`src/rtl/fpu_sched.sv`:
```
// fpu_sched -- issue controller for the shared FPU units of the single-cycle core.
//
// One FPU operation is accepted per req_valid/req_ready handshake. The operand
// registers captured at accept drive the combinational add/sub and multiply
// units and the pipelined divider. Single-cycle ops spend one cycle in EXEC.
// A divide waits in DIV_WAIT until the divider answers or a timeout expires.
// Every result leaves through one registered write-back port as a one-cycle
// wb_valid pulse.
//
// Optional feature: define FPU_SCHED_PERF_EN to add the perf_ops and
// perf_div_wait saturating counters and their output ports.
//
// Ports
//   CLK, RST_N              clock, asynchronous active-low reset
//   req_valid/req_ready     request handshake
//   req_op                  0 add, 1 sub, 2 mul, 3 div, 4 mov, 5-7 illegal
//   req_rd, req_a, req_b    destination register and operands (a = fs, b = ft)
//   fas_a/fas_b/fas_op      add/sub unit operands (fas_op: 0 add, 1 sub)
//   fas_res                 add/sub unit result
//   fmul_a/fmul_b/fmul_res  multiplier operands and result
//   fdiv_a/fdiv_b           divider operands
//   fdiv_in_valid           divider input valid, one cycle per divide
//   fdiv_res_valid/fdiv_res divider result handshake
//   wb_valid/wb_rd/wb_data  write-back pulse; rd/data hold between pulses
//   busy                    not IDLE, or a write-back is pending
//   err                     sticky error (illegal op or lost divide)
//   perf_ops, perf_div_wait accept count and DIV_WAIT cycle count (optional)
module fpu_sched #(
    parameter int DIV_LAT   = 28,
    parameter int TMO_SLACK = 4
) (
    input  logic        CLK,
    input  logic        RST_N,
    input  logic        req_valid,
    output logic        req_ready,
    input  logic [2:0]  req_op,
    input  logic [4:0]  req_rd,
    input  logic [31:0] req_a,
    input  logic [31:0] req_b,
    output logic [31:0] fas_a,
    output logic [31:0] fas_b,
    output logic        fas_op,
    input  logic [31:0] fas_res,
    output logic [31:0] fmul_a,
    output logic [31:0] fmul_b,
    input  logic [31:0] fmul_res,
    output logic [31:0] fdiv_a,
    output logic [31:0] fdiv_b,
    output logic        fdiv_in_valid,
    input  logic        fdiv_res_valid,
    input  logic [31:0] fdiv_res,
    output logic        wb_valid,
    output logic [4:0]  wb_rd,
    output logic [31:0] wb_data,
    output logic        busy,
    output logic        err
`ifdef FPU_SCHED_PERF_EN
    ,
    output logic [31:0] perf_ops,
    output logic [31:0] perf_div_wait
`endif
);

    localparam int          DATA_W  = 32;
    localparam int          TMO_CYC = DIV_LAT + TMO_SLACK;
    localparam int          CNT_W   = $clog2(TMO_CYC + 1);
    localparam logic [CNT_W-1:0]  TMO_CNT = CNT_W'(TMO_CYC);
    localparam logic [DATA_W-1:0] QNAN    = 32'h7FC0_0000;

    localparam logic [2:0] OP_ADD = 3'd0;
    localparam logic [2:0] OP_SUB = 3'd1;
    localparam logic [2:0] OP_MUL = 3'd2;
    localparam logic [2:0] OP_DIV = 3'd3;
    localparam logic [2:0] OP_MOV = 3'd4;

    typedef enum logic [1:0] {
        IDLE     = 2'd0,
        EXEC     = 2'd1,
        DIV_WAIT = 2'd2
    } state_e;

    state_e              state_q, state_d;
    logic [CNT_W-1:0]    cnt_q, cnt_d;
    logic [2:0]          op_q;
    logic [4:0]          rd_q;
    logic [DATA_W-1:0]   a_q, b_q;
    logic                wb_valid_q, wb_valid_d;
    logic [4:0]          wb_rd_q, wb_rd_d;
    logic [DATA_W-1:0]   wb_data_q, wb_data_d;
    logic                err_q, err_d;

    logic                accept;
    state_e              issue_state;
    logic                issue_illegal;

    // Result of a single-cycle op, selected from the unit outputs that the
    // operand registers are currently driving.
    function automatic logic [DATA_W-1:0] exec_result(
        input logic [2:0]        op,
        input logic [DATA_W-1:0] as_res,
        input logic [DATA_W-1:0] mul_res,
        input logic [DATA_W-1:0] opnd_b
    );
        logic [DATA_W-1:0] res;
        case (op)
            OP_ADD, OP_SUB: res = as_res;
            OP_MUL:         res = mul_res;
            default:        res = opnd_b;
        endcase
        return res;
    endfunction

    // A divide blocks issue, which is what keeps write-backs in issue order.
    assign req_ready = (state_q != DIV_WAIT);
    assign accept    = req_valid && req_ready;

    always_comb begin : issue_decode
        issue_state   = EXEC;
        issue_illegal = 1'b0;
        case (req_op)
            OP_ADD, OP_SUB, OP_MUL, OP_MOV: issue_state = EXEC;
            OP_DIV:                         issue_state = DIV_WAIT;
            default: begin
                issue_state   = IDLE;
                issue_illegal = 1'b1;
            end
        endcase
    end

    always_comb begin : next_state
        state_d    = state_q;
        cnt_d      = cnt_q;
        wb_valid_d = 1'b0;
        wb_rd_d    = wb_rd_q;
        wb_data_d  = wb_data_q;
        err_d      = err_q;

        case (state_q)
            EXEC: begin
                wb_valid_d = 1'b1;
                wb_rd_d    = rd_q;
                wb_data_d  = exec_result(op_q, fas_res, fmul_res, b_q);
                state_d    = IDLE;
            end
            DIV_WAIT: begin
                // A result arriving on the timeout cycle still wins.
                if (fdiv_res_valid) begin
                    wb_valid_d = 1'b1;
                    wb_rd_d    = rd_q;
                    wb_data_d  = fdiv_res;
                    state_d    = IDLE;
                end else if (cnt_q == TMO_CNT) begin
                    err_d      = 1'b1;
                    wb_valid_d = 1'b1;
                    wb_rd_d    = rd_q;
                    wb_data_d  = QNAN;
                    state_d    = IDLE;
                end else begin
                    cnt_d = cnt_q + CNT_W'(1);
                end
            end
            default: begin
                state_d = IDLE;
            end
        endcase

        // Accept is only possible outside DIV_WAIT, so it may override the
        // EXEC return-to-IDLE to give back-to-back issue.
        if (accept) begin
            state_d = issue_state;
            cnt_d   = '0;
            if (issue_illegal) begin
                err_d = 1'b1;
            end
        end
    end

    always_ff @(posedge CLK or negedge RST_N) begin
        if (!RST_N) begin
            state_q    <= IDLE;
            cnt_q      <= '0;
            wb_valid_q <= 1'b0;
            wb_rd_q    <= '0;
            wb_data_q  <= '0;
            err_q      <= 1'b0;
        end else begin
            state_q    <= state_d;
            cnt_q      <= cnt_d;
            wb_valid_q <= wb_valid_d;
            wb_rd_q    <= wb_rd_d;
            wb_data_q  <= wb_data_d;
            err_q      <= err_d;
        end
    end

    // Operand registers: frozen between accepts so the units see stable inputs.
    always_ff @(posedge CLK or negedge RST_N) begin
        if (!RST_N) begin
            op_q <= '0;
            rd_q <= '0;
            a_q  <= '0;
            b_q  <= '0;
        end else if (accept) begin
            op_q <= req_op;
            rd_q <= req_rd;
            a_q  <= req_a;
            b_q  <= req_b;
        end
    end

    assign fas_a         = a_q;
    assign fas_b         = b_q;
    assign fas_op        = (op_q == OP_SUB);
    assign fmul_a        = a_q;
    assign fmul_b        = b_q;
    assign fdiv_a        = a_q;
    assign fdiv_b        = b_q;
    assign fdiv_in_valid = (state_q == DIV_WAIT) && (cnt_q == '0);

    assign wb_valid = wb_valid_q;
    assign wb_rd    = wb_rd_q;
    assign wb_data  = wb_data_q;
    assign busy     = (state_q != IDLE) || wb_valid_q;
    assign err      = err_q;

`ifdef FPU_SCHED_PERF_EN
    logic [31:0] perf_ops_q, perf_div_wait_q;

    always_ff @(posedge CLK or negedge RST_N) begin
        if (!RST_N) begin
            perf_ops_q      <= '0;
            perf_div_wait_q <= '0;
        end else begin
            if (accept && (perf_ops_q != '1)) begin
                perf_ops_q <= perf_ops_q + 32'd1;
            end
            if ((state_q == DIV_WAIT) && (perf_div_wait_q != '1)) begin
                perf_div_wait_q <= perf_div_wait_q + 32'd1;
            end
        end
    end

    assign perf_ops      = perf_ops_q;
    assign perf_div_wait = perf_div_wait_q;
`endif

endmodule

```
`config.mk`:
```
export PLATFORM = sky130hd
export DESIGN_NAME = fpu_sched
export DESIGN_NICKNAME = d
export VERILOG_FILES = /design/src/rtl/fpu_sched.sv
export SDC_FILE = /design/constraint.sdc
export NUM_CORES = 1
export LEC_CHECK = 0
export BUFFER_PORTS_ARGS = -buffer_cell sky130_fd_sc_hd__buf_2
export CORE_AREA = 2 2 158 160
export DETAILED_ROUTE_END_ITERATION = 7
export DIE_AREA = 0 0 160 162
export GPL_TIMING_DRIVEN = 0
export PLACE_DENSITY = 0.61
export RECOVER_POWER = 50
export SLEW_MARGIN = 20
export SYNTH_ARGS = -nofsm -noshare
export SYNTH_HDL_FRONTEND = slang
export SYNTH_SLANG_ARGS = --single-unit
```
`constraint.sdc`:
```
create_clock -name CLK -period 3.5 [get_ports CLK]
set_input_delay 0.175 -clock CLK [delete_from_list [all_inputs] [get_ports CLK]]
set_output_delay 0.175 -clock CLK [all_outputs]
set_load 0.02 [all_outputs]
```
Word level (Yosys, flattened, before mapping). Cells that the tools add are included.

Register bits after elaboration: 119. Input bits: 172. Output and inout port bits: 235. Logic and storage cells: 63.

Add/subtract/negate cells: 1. Eq/ne operators: 14. Muxes and demuxes: 24. Reduce and logical (&&, ||, !) cells: 14.

Operators with widths (count): $pmux 32 s2 (2); $mux 32 (2); $mux 6 (4); $mux 5 (2); $pmux 5 s2 (1); $eq 3x2->1 const B (3); $mux 2 (4); $mux 1 (7); $add 6x1->6 const B (1); $eq 3x1->1 const B (2); $eq 6x6->1 const B (1); $logic_not 3->1 (2); $logic_not 6->1 (1); $reduce_bool 2->1 (3); $reduce_or 5->1 (1); $ne 2x2->1 const B (2); $ne 4x4->1 const B (1); $pmux 2 s2 (1); $reduce_or 4->1 (1); $eq 3x3->1 const B (1); $ne 3x3->1 const B (1); $reduce_and 3->1 (1); $eq 2x1->1 const B (1); $eq 2x2->1 const B (1); other kinds (6) (7).

Depth between registers and ports, before layout. Gate-level depths: netlist (run 1).

Depth after elaboration: 6. Mapped depth: 9. Mapped depth without buffers: 6.

Least setup slack after synthesis (run 1). Ideal clock, no wire load.

Path type: register -> register. Start: register state_q[0]. End: register wb_data_q[10] (netlist: wb_data[10]). Setup time: 0.121 ns. Arrival time: 1.718 ns. Required time: 3.379 ns. Slack: 1.661 ns. Stages on the path, launching flop included: 9. Buffers on the path: 3. Period minus slack after synthesis: 1.839 ns. Path through: dfrtp_1 -> inv_1 -> ha_1 -> and2_1 -> buf_2 -> a311o_1 -> buf_2 -> buf_2 -> o22a_1.

Cells in the longest elaborated chain, start to end: 3. Elaborated cells between the ends (all ways): 6. Those cells by class: eq/ne (3); mux (1); reduce/logical (2).

Ends and longest elaborated chain: from (decl) (line 82) `state_e state_q, state_d;`; from (signal assigned) (line 187) `state_q <= state_d;`; $eq 2x2->1 / $eq 2x1->1 (equally long branches) (line 138) `case (state_q)`; $ne 3x3->1 (no line) / $reduce_bool 2->1 (equally long branches); $reduce_and 2->1 (no line); to (signal assigned) (line 191) `wb_data_q <= wb_data_d;`; to (decl) (line 89) `logic [DATA_W-1:0] wb_data_q, wb_data_d;`.

Parallel ways exist; a longest one is shown, timed or not. A chain may end at the register's enable or synchronous reset.

Worst setup path in the final report (run 1).
Start: register state_q[0]. End: output port fdiv_in_valid.

Cells in the longest elaborated chain, start to end: 2.

Ends and longest elaborated chain: $eq 2x2->1 (line 218) `assign fdiv_in_valid = (state_q == DIV_WAIT) && (cnt_q == '0);`; $logic_and 1x1->1 (line 218); to (decl) (line 49) `output logic fdiv_in_valid,`.

No other way between the ends.

==> results.cfg, run 1 <==
[power]
p_leak_nw = 5.33
finalPower_w = 0.00531
pwr_density_cell_mw_per_mm2 = 526
vdd_drop_max_uv = 234

[layout]
finalNetCount = 1460
drive_above_1_share = 0.367
final_common_cell = buf_2
syn2layout_area_growth_pct = 57.1
layout_common_cells = buf_2 (306), nand2_1 (297), clkbuf_1 (136)
design_area_mm2 = 0.0101

[clock_tree]
clk_path_buf_depth = 2
h-tree-depth = 4
clock-root-buffer = clkbuf_16
numCtsBuffers = 17
cts_tree = done
insertion_delay_ns = 0.41
cts_setup_buffers = 0
cts_sinks = 119
clk_pin_slew_ns = 0.06

[sta]
holdWs_ns = 0.0369
slew_violations = 70
rsz0062_at_grt = false
clock.fmax_mhz = 387
finalSetupViolCount = 0
relSlewSlack = -0.175
fin_skew_ns = 0.0101
hold_viol = 0
worst_pin_slew_ns = 1.76
tns_ns = 0
period_share = 0.738
min_period_ns = 2.58

[critical_path]
critical_path_class = reg -> out
critPathCaptureType = output port
critPathMaxFanout = 10
critical_path_arrival_ns = 2.41
required_ns = 3.32
critPathLaunchType = flip-flop

[synthesis]
synth-adder-area-share = 0.00972
ys.warnings.count = 0
yosysSeqAreaShare = 0.463
syn_inst = 784
synth_compound_area_frac = 0.0827
synth-simple-area-share = 0.257
synth.area.mux_share = 0.00156
synthXorXnorAreaFrac = 0.00408
synth_area_mm2 = 0.00643
synth_seq_cells = 119
synth_top_family_by_area = simple AND/OR/NAND/NOR gates
synth_cell_type_count = 33
avgSynthCellArea_um2 = 8.21
syn_nets = 961

[placement]
place_congestion = 0.858
io_buffers = 406
place_area_mm2 = 0.00891
dp_hpwl_um = 19100

[global_routing]
grt_pass1_vias = 6958
grt_pass1_wl_um = 38700
grt_max_degree = 70
antenna_found_initial = 1
gr-total-overflow = 0
grt_use_total = 0.193

[die]
start_util = 0.267
io_pins = 407
die-area_mm2 = 0.0259
chipHeight_um = 162
die_width_um = 160
rows = 57
core_mm2 = 0.0241

[drt]
viasPerCell = 4.30
wl_per_cell_um = 15.8
num_vias = 6972
ant_nets = 0
finalWirelength_um = 25600
first_iter_violations = 334
drc_errors = 0
dr.pass1.iters = 4

[outcome]
run_status = finished, violations left
failed_checks = max-capacitance violations, max-slew violations

[job]
maxCapViolations = 1

[hold_path]
hold_path.class = in -> reg
[path summary, 6_finish.rpt]
check / from / endpoint / slack (ns) / depth (start not counted)
hold reg to reg: wb_rd[0] / wb_rd[0] / 0.47 / 2
hold / removal: fmul_res[29] / wb_data[29] / 0.04 / 3
setup / recovery: state_q[0] / fdiv_in_valid / 0.92 / 7
max in group asynchronous: RST_N / wb_data[3] / 1.18 / 3
min in group asynchronous: RST_N / wb_data[25] / 0.26 / 2
setup reg to reg: state_q[0] / wb_data[30] / 1.10 / 7
[cell usage after synthesis (all sizes together)]
master / count / share of area
dfrtp: 119 / 0.46
o31ai: 3 / 0.0035
nand2b: 1 / 0.00097
a311o: 1 / 0.0016
a311oi: 1 / 0.0023
a21o: 1 / 0.0012
a221o: 10 / 0.016
clkbuf: 19 / 0.011
buf: 151 / 0.17
or3b: 1 / 0.0014
nand4: 2 / 0.0019
o21a: 3 / 0.0035
xor2: 3 / 0.0041
mux2i: 1 / 0.0016
inv: 5 / 0.0029
nor4b: 1 / 0.0037
and3: 1 / 0.00097
nor2b: 3 / 0.0029
nor3b: 1 / 0.0012
a21boi: 1 / 0.0012
ha: 5 / 0.0097
nand2: 297 / 0.17
nand3: 1 / 0.00078
a21oi: 10 / 0.0078
nor4: 23 / 0.022
or2: 1 / 0.00097
o22a: 23 / 0.031
and2: 3 / 0.0029
nor2: 74 / 0.043
o21ai: 19 / 0.015
[through the flow]
step	setup WS [ns]	std cells	utilization
2_1_floorplan	1.66	784	-
3_3_place_gp	0.537	1514	0.368
3_5_place_dp	1.09	1515	0.370
4_1_cts	0.891	1620	0.426
5_1_grt	0.685	1621	0.419
6_report	0.916	1621	0.419
[power breakdown]
group	total, W	leakage [nW]	internal (W)	switching, W
clock	0.00191	0.309	0.00116	0.000749
combinational	0.00164	3.58	0.000663	0.000978
sequential	0.00176	1.44	0.00158	0.000188
[timing repair]
action,4_1_cts,5_1_grt
resized for setup,0,0
hold buffers,73,0
hold endpoints to repair,123,0
[kinds of logic (layout without fill, tap and decap cells)]
family,after synthesis,count (layout)
AO/OA/AOI/OAI,72,72
XOR/XNOR,3,3
adder cells (fa/ha/maj),5,5
buffers and inverters,175,687
flip-flops,119,119
multiplexers,1,1
other,0,1
AND/OR/NAND/NOR,409,409
[final cells by class]
cell class	instances	area, µm²
Sequential cell	119	2980
Antenna cell	1	2.50
Timing Repair Buffer	480	2630
Clock buffer	17	425
Inverter	5	18.8
Multi-Input combinational cell	490	2280
Clock inverter	15	206
Buffer	170	1160
Fill cell	2557	14000
Tap cell	324	405
[critical path, stage by stage, from the launching register on]
cell and delay (ns):
dfrtp_1 0.40, inv_1 0.09, ha_1 0.27, buf_2 0.27, buf_1 0.55, nand2_1 0.10, nor2_1 0.12, buf_2 0.19
[registers in the layout (all words and copies together) (netlist names)]
register	cells
fas_a	32
fas_b	32
wb_data	32
cnt_q	6
rd_q	5
wb_rd	5
op_q	3
state_q	2
err	1
wb_valid	1
[per-layer routing]
layer	up-vias	share of wire	track usage
met5	-	0	0
met4	0	0.015	0.0569
met3	25	0.074	0.0513
met2	303	0.49	0.342
met1	3257	0.42	0.229
li1	3387	-	-
(Power assumes the default switching activity.)
==> run 2: changes to the inputs <==
--- a/config.mk
+++ b/config.mk
@@ -6,11 +6,11 @@
 export NUM_CORES = 1
 export LEC_CHECK = 0
 export BUFFER_PORTS_ARGS = -buffer_cell sky130_fd_sc_hd__buf_2
-export CORE_AREA = 2 2 158 160
+export CORE_AREA = 2 2 157 159
 export DETAILED_ROUTE_END_ITERATION = 7
-export DIE_AREA = 0 0 160 162
+export DIE_AREA = 0 0 159 161
 export GPL_TIMING_DRIVEN = 0
-export PLACE_DENSITY = 0.61
+export PLACE_DENSITY = 0.64
 export RECOVER_POWER = 50
 export SLEW_MARGIN = 20
 export SYNTH_ARGS = -nofsm -noshare
==> constraint.sdc (replaced) <==
create_clock -name CLK -period 2.1 [get_ports CLK]
set_input_delay 0.105 -clock CLK [delete_from_list [all_inputs] [get_ports CLK]]
set_output_delay 0.105 -clock CLK [all_outputs]
set_load 0.02 [all_outputs]
==> run 2 against run 1 <==
Effect of this change:
- the run now ends clean
- sequential share of layout area shrank 1.2 points
- final cell count grew 2.2%
- die area shrank 1.2%
- non-clock buffer count up 37
- largest cell class unchanged
- largest power group unchanged
==> results.cfg, run 2 (synthesized netlist as in run 1, its figures left out) <==
[sta]
slew_violations = 0
relSlewSlack = 0.203
min_period_ns = 2.02
rsz0062_at_grt = true
clock.fmax_mhz = 495
period_share = 0.963
holdWs_ns = 0.0128
worst_pin_slew_ns = 1.20
setup_slack_ns = 0.0787
finalSetupViolCount = 0
fin_skew_ns = 0.00941
hold_viol = 0

[clock_tree]
clock-root-buffer = clkbuf_16
h-tree-depth = 4
insertion_delay_ns = 0.42
numCtsBuffers = 17
cts_sinks = 119
clk_path_buf_depth = 2
clk_pin_slew_ns = 0.06
cts_tree = done

[layout]
syn2layout_area_growth_pct = 63.6
design_area_mm2 = 0.0105
fin_cells = 1657
layout_common_cells = buf_2 (305), nand2_1 (297), buf_4 (138)
fill_cells = 2398
drive_above_1_share = 0.370
final_common_cell = buf_2
antenna-diode-count = 0
finalNetCount = 1497

[die]
rows = 57
chipHeight_um = 161
core_mm2 = 0.0240
io_pins = 407
start_util = 0.268
die-area_mm2 = 0.0256
die_width_um = 159

[critical_path]
critical_path_class = reg -> out
rrSetupSlack_ns = 0.08
critPathLaunchType = flip-flop
critical_path_arrival_ns = 1.92
critPathCaptureType = output port
required_ns = 2.00
critPathMaxFanout = 10

[job]
maxCapViolations = 0

[hold_path]
hold_path.class = in -> reg

[drt]
dr.pass1.iters = 5
num_vias = 7106
first_iter_violations = 334
finalWirelength_um = 25500
ant_nets = 0
wl_per_cell_um = 15.4
drc_errors = 0
viasPerCell = 4.29

[placement]
dp_hpwl_um = 18800
place_inst = 1515
place_congestion = 0.834
place_area_mm2 = 0.00891
io_buffers = 406
place_ws_ns = -0.373

[global_routing]
antenna_found_initial = 0
grt_pass1_wl_um = 39300
gr-total-overflow = 0
grt_pass1_vias = 7126
grt_use_total = 0.196
grt_max_degree = 77

[outcome]
run_status = completed

[power]
finalPower_w = 0.00890
pwr_density_cell_mw_per_mm2 = 845
p_leak_nw = 5.52
vdd_drop_max_uv = 442
run 2: changes by cell type in the layout (fill, tap and decap cells not counted), sizes merged:
cell,change
dlygate4sd3,+36
inv,-1
diode,-1
clkinv,+1
buf,+5
clkbuf,-4
run 2: cell type report:
| cell class | instances | area, µm² | area share |
|---|---|---|---|
| buffer | 169 | 1180 | 0.112 |
| clock buffer | 17 | 425 | 0.0404 |
| clock inverter | 15 | 204 | 0.0194 |
| inverter | 5 | 18.8 | 0.00178 |
| multi-input combinational | 490 | 2300 | 0.219 |
| sequential | 119 | 2980 | 0.283 |
| tap | 324 | 405 | 0.0385 |
| timing repair buffer | 518 | 3010 | 0.286 |
run 2: per-stage QoR:
stage / utilization / setup TNS (ns)
2_1_floorplan: - / 0
3_3_place_gp: 0.370 / -100.51
3_5_place_dp: 0.372 / -6.12
4_1_cts: 0.444 / 0
5_1_grt: 0.439 / -0.243
6_report: 0.439 / 0
run 2: power by group:
group	switching [W]	leakage (nW)	total [W]	internal (W)
Clock	0.00123	0.307	0.00315	0.00192
Combinational	0.00164	3.78	0.00280	0.00116
Sequential	0.000316	1.44	0.00294	0.00263
Total	0.00319	5.52	0.00890	0.00571
run 2: worst paths after layout:
check,cells after the start,from,to
setup / recovery,7,state_q[0],fdiv_in_valid
hold / removal,4,fdiv_res[2],wb_data[2]
setup reg to reg,5,state_q[0],cnt_q[0]
hold reg to reg,2,rd_q[1],wb_rd[1]
max in group asynchronous,3,RST_N,wb_data[10]
min in group asynchronous,2,RST_N,wb_data[26]
run 2: metal layers:
layer	track usage	share of wire	up-vias
met5	0	0	-
met4	0.0698	0.023	0
met3	0.0452	0.068	37
met2	0.345	0.49	323
met1	0.235	0.42	3276
li1	-	-	3470
run 2: critical path, cell delays in order, from the launching register on:
cell     delay, ns
dfrtp_1       0.39
inv_1         0.09
ha_2          0.23
buf_4         0.21
buf_6         0.19
nand2_1       0.06
nor2_1        0.12
buf_2         0.20
run 2: repair_timing:
action                                  4_1_cts  5_1_grt
buffers inserted                              0        2
endpoints found under the hold margin       154        0
pin swaps                                     1        1
endpoints found under the setup margin       62       80
hold buffers                                109        0
gates resized for setup                       8       17
==> run 3: changes to the inputs <==
--- a/config.mk
+++ b/config.mk
@@ -6,11 +6,11 @@
 export NUM_CORES = 1
 export LEC_CHECK = 0
 export BUFFER_PORTS_ARGS = -buffer_cell sky130_fd_sc_hd__buf_2
-export CORE_AREA = 2 2 157 159
+export CORE_AREA = 2 2 158 160
 export DETAILED_ROUTE_END_ITERATION = 7
-export DIE_AREA = 0 0 159 161
+export DIE_AREA = 0 0 160 162
 export GPL_TIMING_DRIVEN = 0
-export PLACE_DENSITY = 0.64
+export PLACE_DENSITY = 0.61
 export RECOVER_POWER = 50
 export SLEW_MARGIN = 20
 export SYNTH_ARGS = -nofsm -noshare
==> constraint.sdc (replaced) <==
create_clock -name CLK -period 2.3 [get_ports CLK]
set_input_delay 0.115 -clock CLK [delete_from_list [all_inputs] [get_ports CLK]]
set_output_delay 0.115 -clock CLK [all_outputs]
set_load 0.02 [all_outputs]
==> run 3 against run 2 <==
Effect of this change:
- via count is 0.25% higher
- first-iteration DRC count is 6.3% higher
- non-clock buffer count is 4 lower
- utilization is 0.58 points lower
- clock-buffer cell count stayed put
- worst setup slack better by 0.10 ns
- flip-flop and latch count stayed put
- final cell count is 0.18% lower
- design area is 0.74% lower
- sequential share of layout area is 0.21 points higher
- critical path type unchanged
- highest routed layer unchanged
==> results.cfg, run 3 (synthesized netlist as in run 1, its figures left out) <==
[power]
finalPower_w = 0.00813
pwr_density_cell_mw_per_mm2 = 779
p_leak_nw = 5.47
vdd_drop_max_uv = 357

[critical_path]
required_ns = 2.18
critPathMaxFanout = 10
crit_start = state_q[0]
critPathMaxStageDelay_ns = 0.40
critPathLaunchType = flip-flop
path_buf_inv = 4
timing.rr.start = state_q[0]
crit_top_cell = clkbuf_4
critical_path_arrival_ns = 2.01
critical_path_class = reg -> out
path_cells = inv_1, ha_2, clkbuf_4, clkbuf_4, nand2_1, nor2_1, buf_2
crit_family = buffers and inverters
worst_path_max_delay_cell = dfrtp_1
critPathCaptureType = output port

[clock_tree]
clk_path_buf_depth = 2
clock-root-buffer = clkbuf_16
clk_pin_slew_ns = 0.07
numCtsBuffers = 17
cts_setup_buffers = 0
cts_sinks = 119
insertion_delay_ns = 0.41
h-tree-depth = 4
cts_tree = done

[sta]
slew_violations = 0
relSlewSlack = 0.0449
period_share = 0.922
finalSetupViolCount = 0
clock.fmax_mhz = 472
setup_slack_ns = 0.180
tns_ns = 0
fin_skew_ns = 0.0100
rsz0062_at_grt = false
worst_pin_slew_ns = 1.43
min_period_ns = 2.12
hold_viol = 0

[die]
die_width_um = 160
core_mm2 = 0.0241
start_util = 0.267
chipHeight_um = 162
die-area_mm2 = 0.0259
rows = 57
io_pins = 407

[job]
maxCapViolations = 0

[global_routing]
grt_max_degree = 70
grt_use_total = 0.196
antenna_found_initial = 1
grt_pass1_wl_um = 39600
grt_pass1_vias = 7202
gr-total-overflow = 0

[drt]
finalWirelength_um = 25800
viasPerCell = 4.31
dr.pass1.iters = 4
first_iter_violations = 355
ant_nets = 0
drc_errors = 0
num_vias = 7124
wl_per_cell_um = 15.6

[placement]
dp_hpwl_um = 19100
place_ws_ns = -0.112
place_congestion = 0.858
place_inst = 1515
io_buffers = 406

[layout]
finalNetCount = 1493
fin_cells = 1654
final_common_cell = buf_2
fin_util = 0.433
layout_common_cells = buf_2 (304), nand2_1 (297), clkbuf_1 (133)
syn2layout_area_growth_pct = 62.4
drive_above_1_share = 0.361

[hold_path]
hold_start = fdiv_res[21]
hold_path.class = in -> reg

[outcome]
run_status = completed
==> run 3: per-stage QoR <==
step                      instance area (µm²)  hold WS, ns
final                                   10400       0.0207
after global routing                    10400       0.0293
after CTS                               10600      0.00335
after detailed placement                 8910       0.0636
after global placement                   8870        0.303
after floorplan                          6430       -0.181
==> run 3: worst reg2reg max path, delay by kind of cell (launching register included) <==
kind / cells / cell delay (ns)
AOI/OAI and AO/OA: 2 / 0.61
adders and majority gates: 1 / 0.22
buffers and inverters: 3 / 0.59
DFF: 1 / 0.38
and+or+nand+nor: 2 / 0.24
==> run 3: path summary, 6_finish.rpt <==
check	end	slack, ns	cells past startpoint
worst max-delay path	fdiv_in_valid	0.18	7
worst min-delay path	wb_data[21]	0.02	4
worst max register to register	wb_data[28]	0.20	8
worst min register to register	wb_rd[0]	0.47	2
max in group asynchronous	wb_data[3]	0.43	3
min in group asynchronous	wb_data[25]	0.55	2
==> run 3: final cells by class <==
cell class | instances | area [µm²]
Antenna cell | 1 | 2.50
Buffer | 170 | 1170
Clock buffer | 17 | 425
Clock inverter | 15 | 206
Fill cell | 2525 | 13700
Inverter | 5 | 18.8
Multi-Input combinational cell | 490 | 2280
Sequential cell | 119 | 2980
Tap cell | 324 | 405
Timing Repair Buffer | 513 | 2960
==> run 3: what timing repair did <==
action,in CTS,in global routing
hold buffers,106,0
resized for setup,2,8
endpoints found under the setup margin,10,36
endpoints found under the hold margin,147,0
==> run 3: power by group <==
group          switching (W)  total [W]  internal, W
logic                0.00150    0.00255      0.00105
registers           0.000286    0.00268      0.00240
clock network        0.00114    0.00290      0.00176
==> run 3: routing by layer <==
metal,global-route usage,vias to the layer above,wire length (µm)
met5,0,-,0
met4,0.0700,0,582
met3,0.0518,43,1920
met2,0.347,315,12800
met1,0.229,3309,10500
li1,-,3457,-
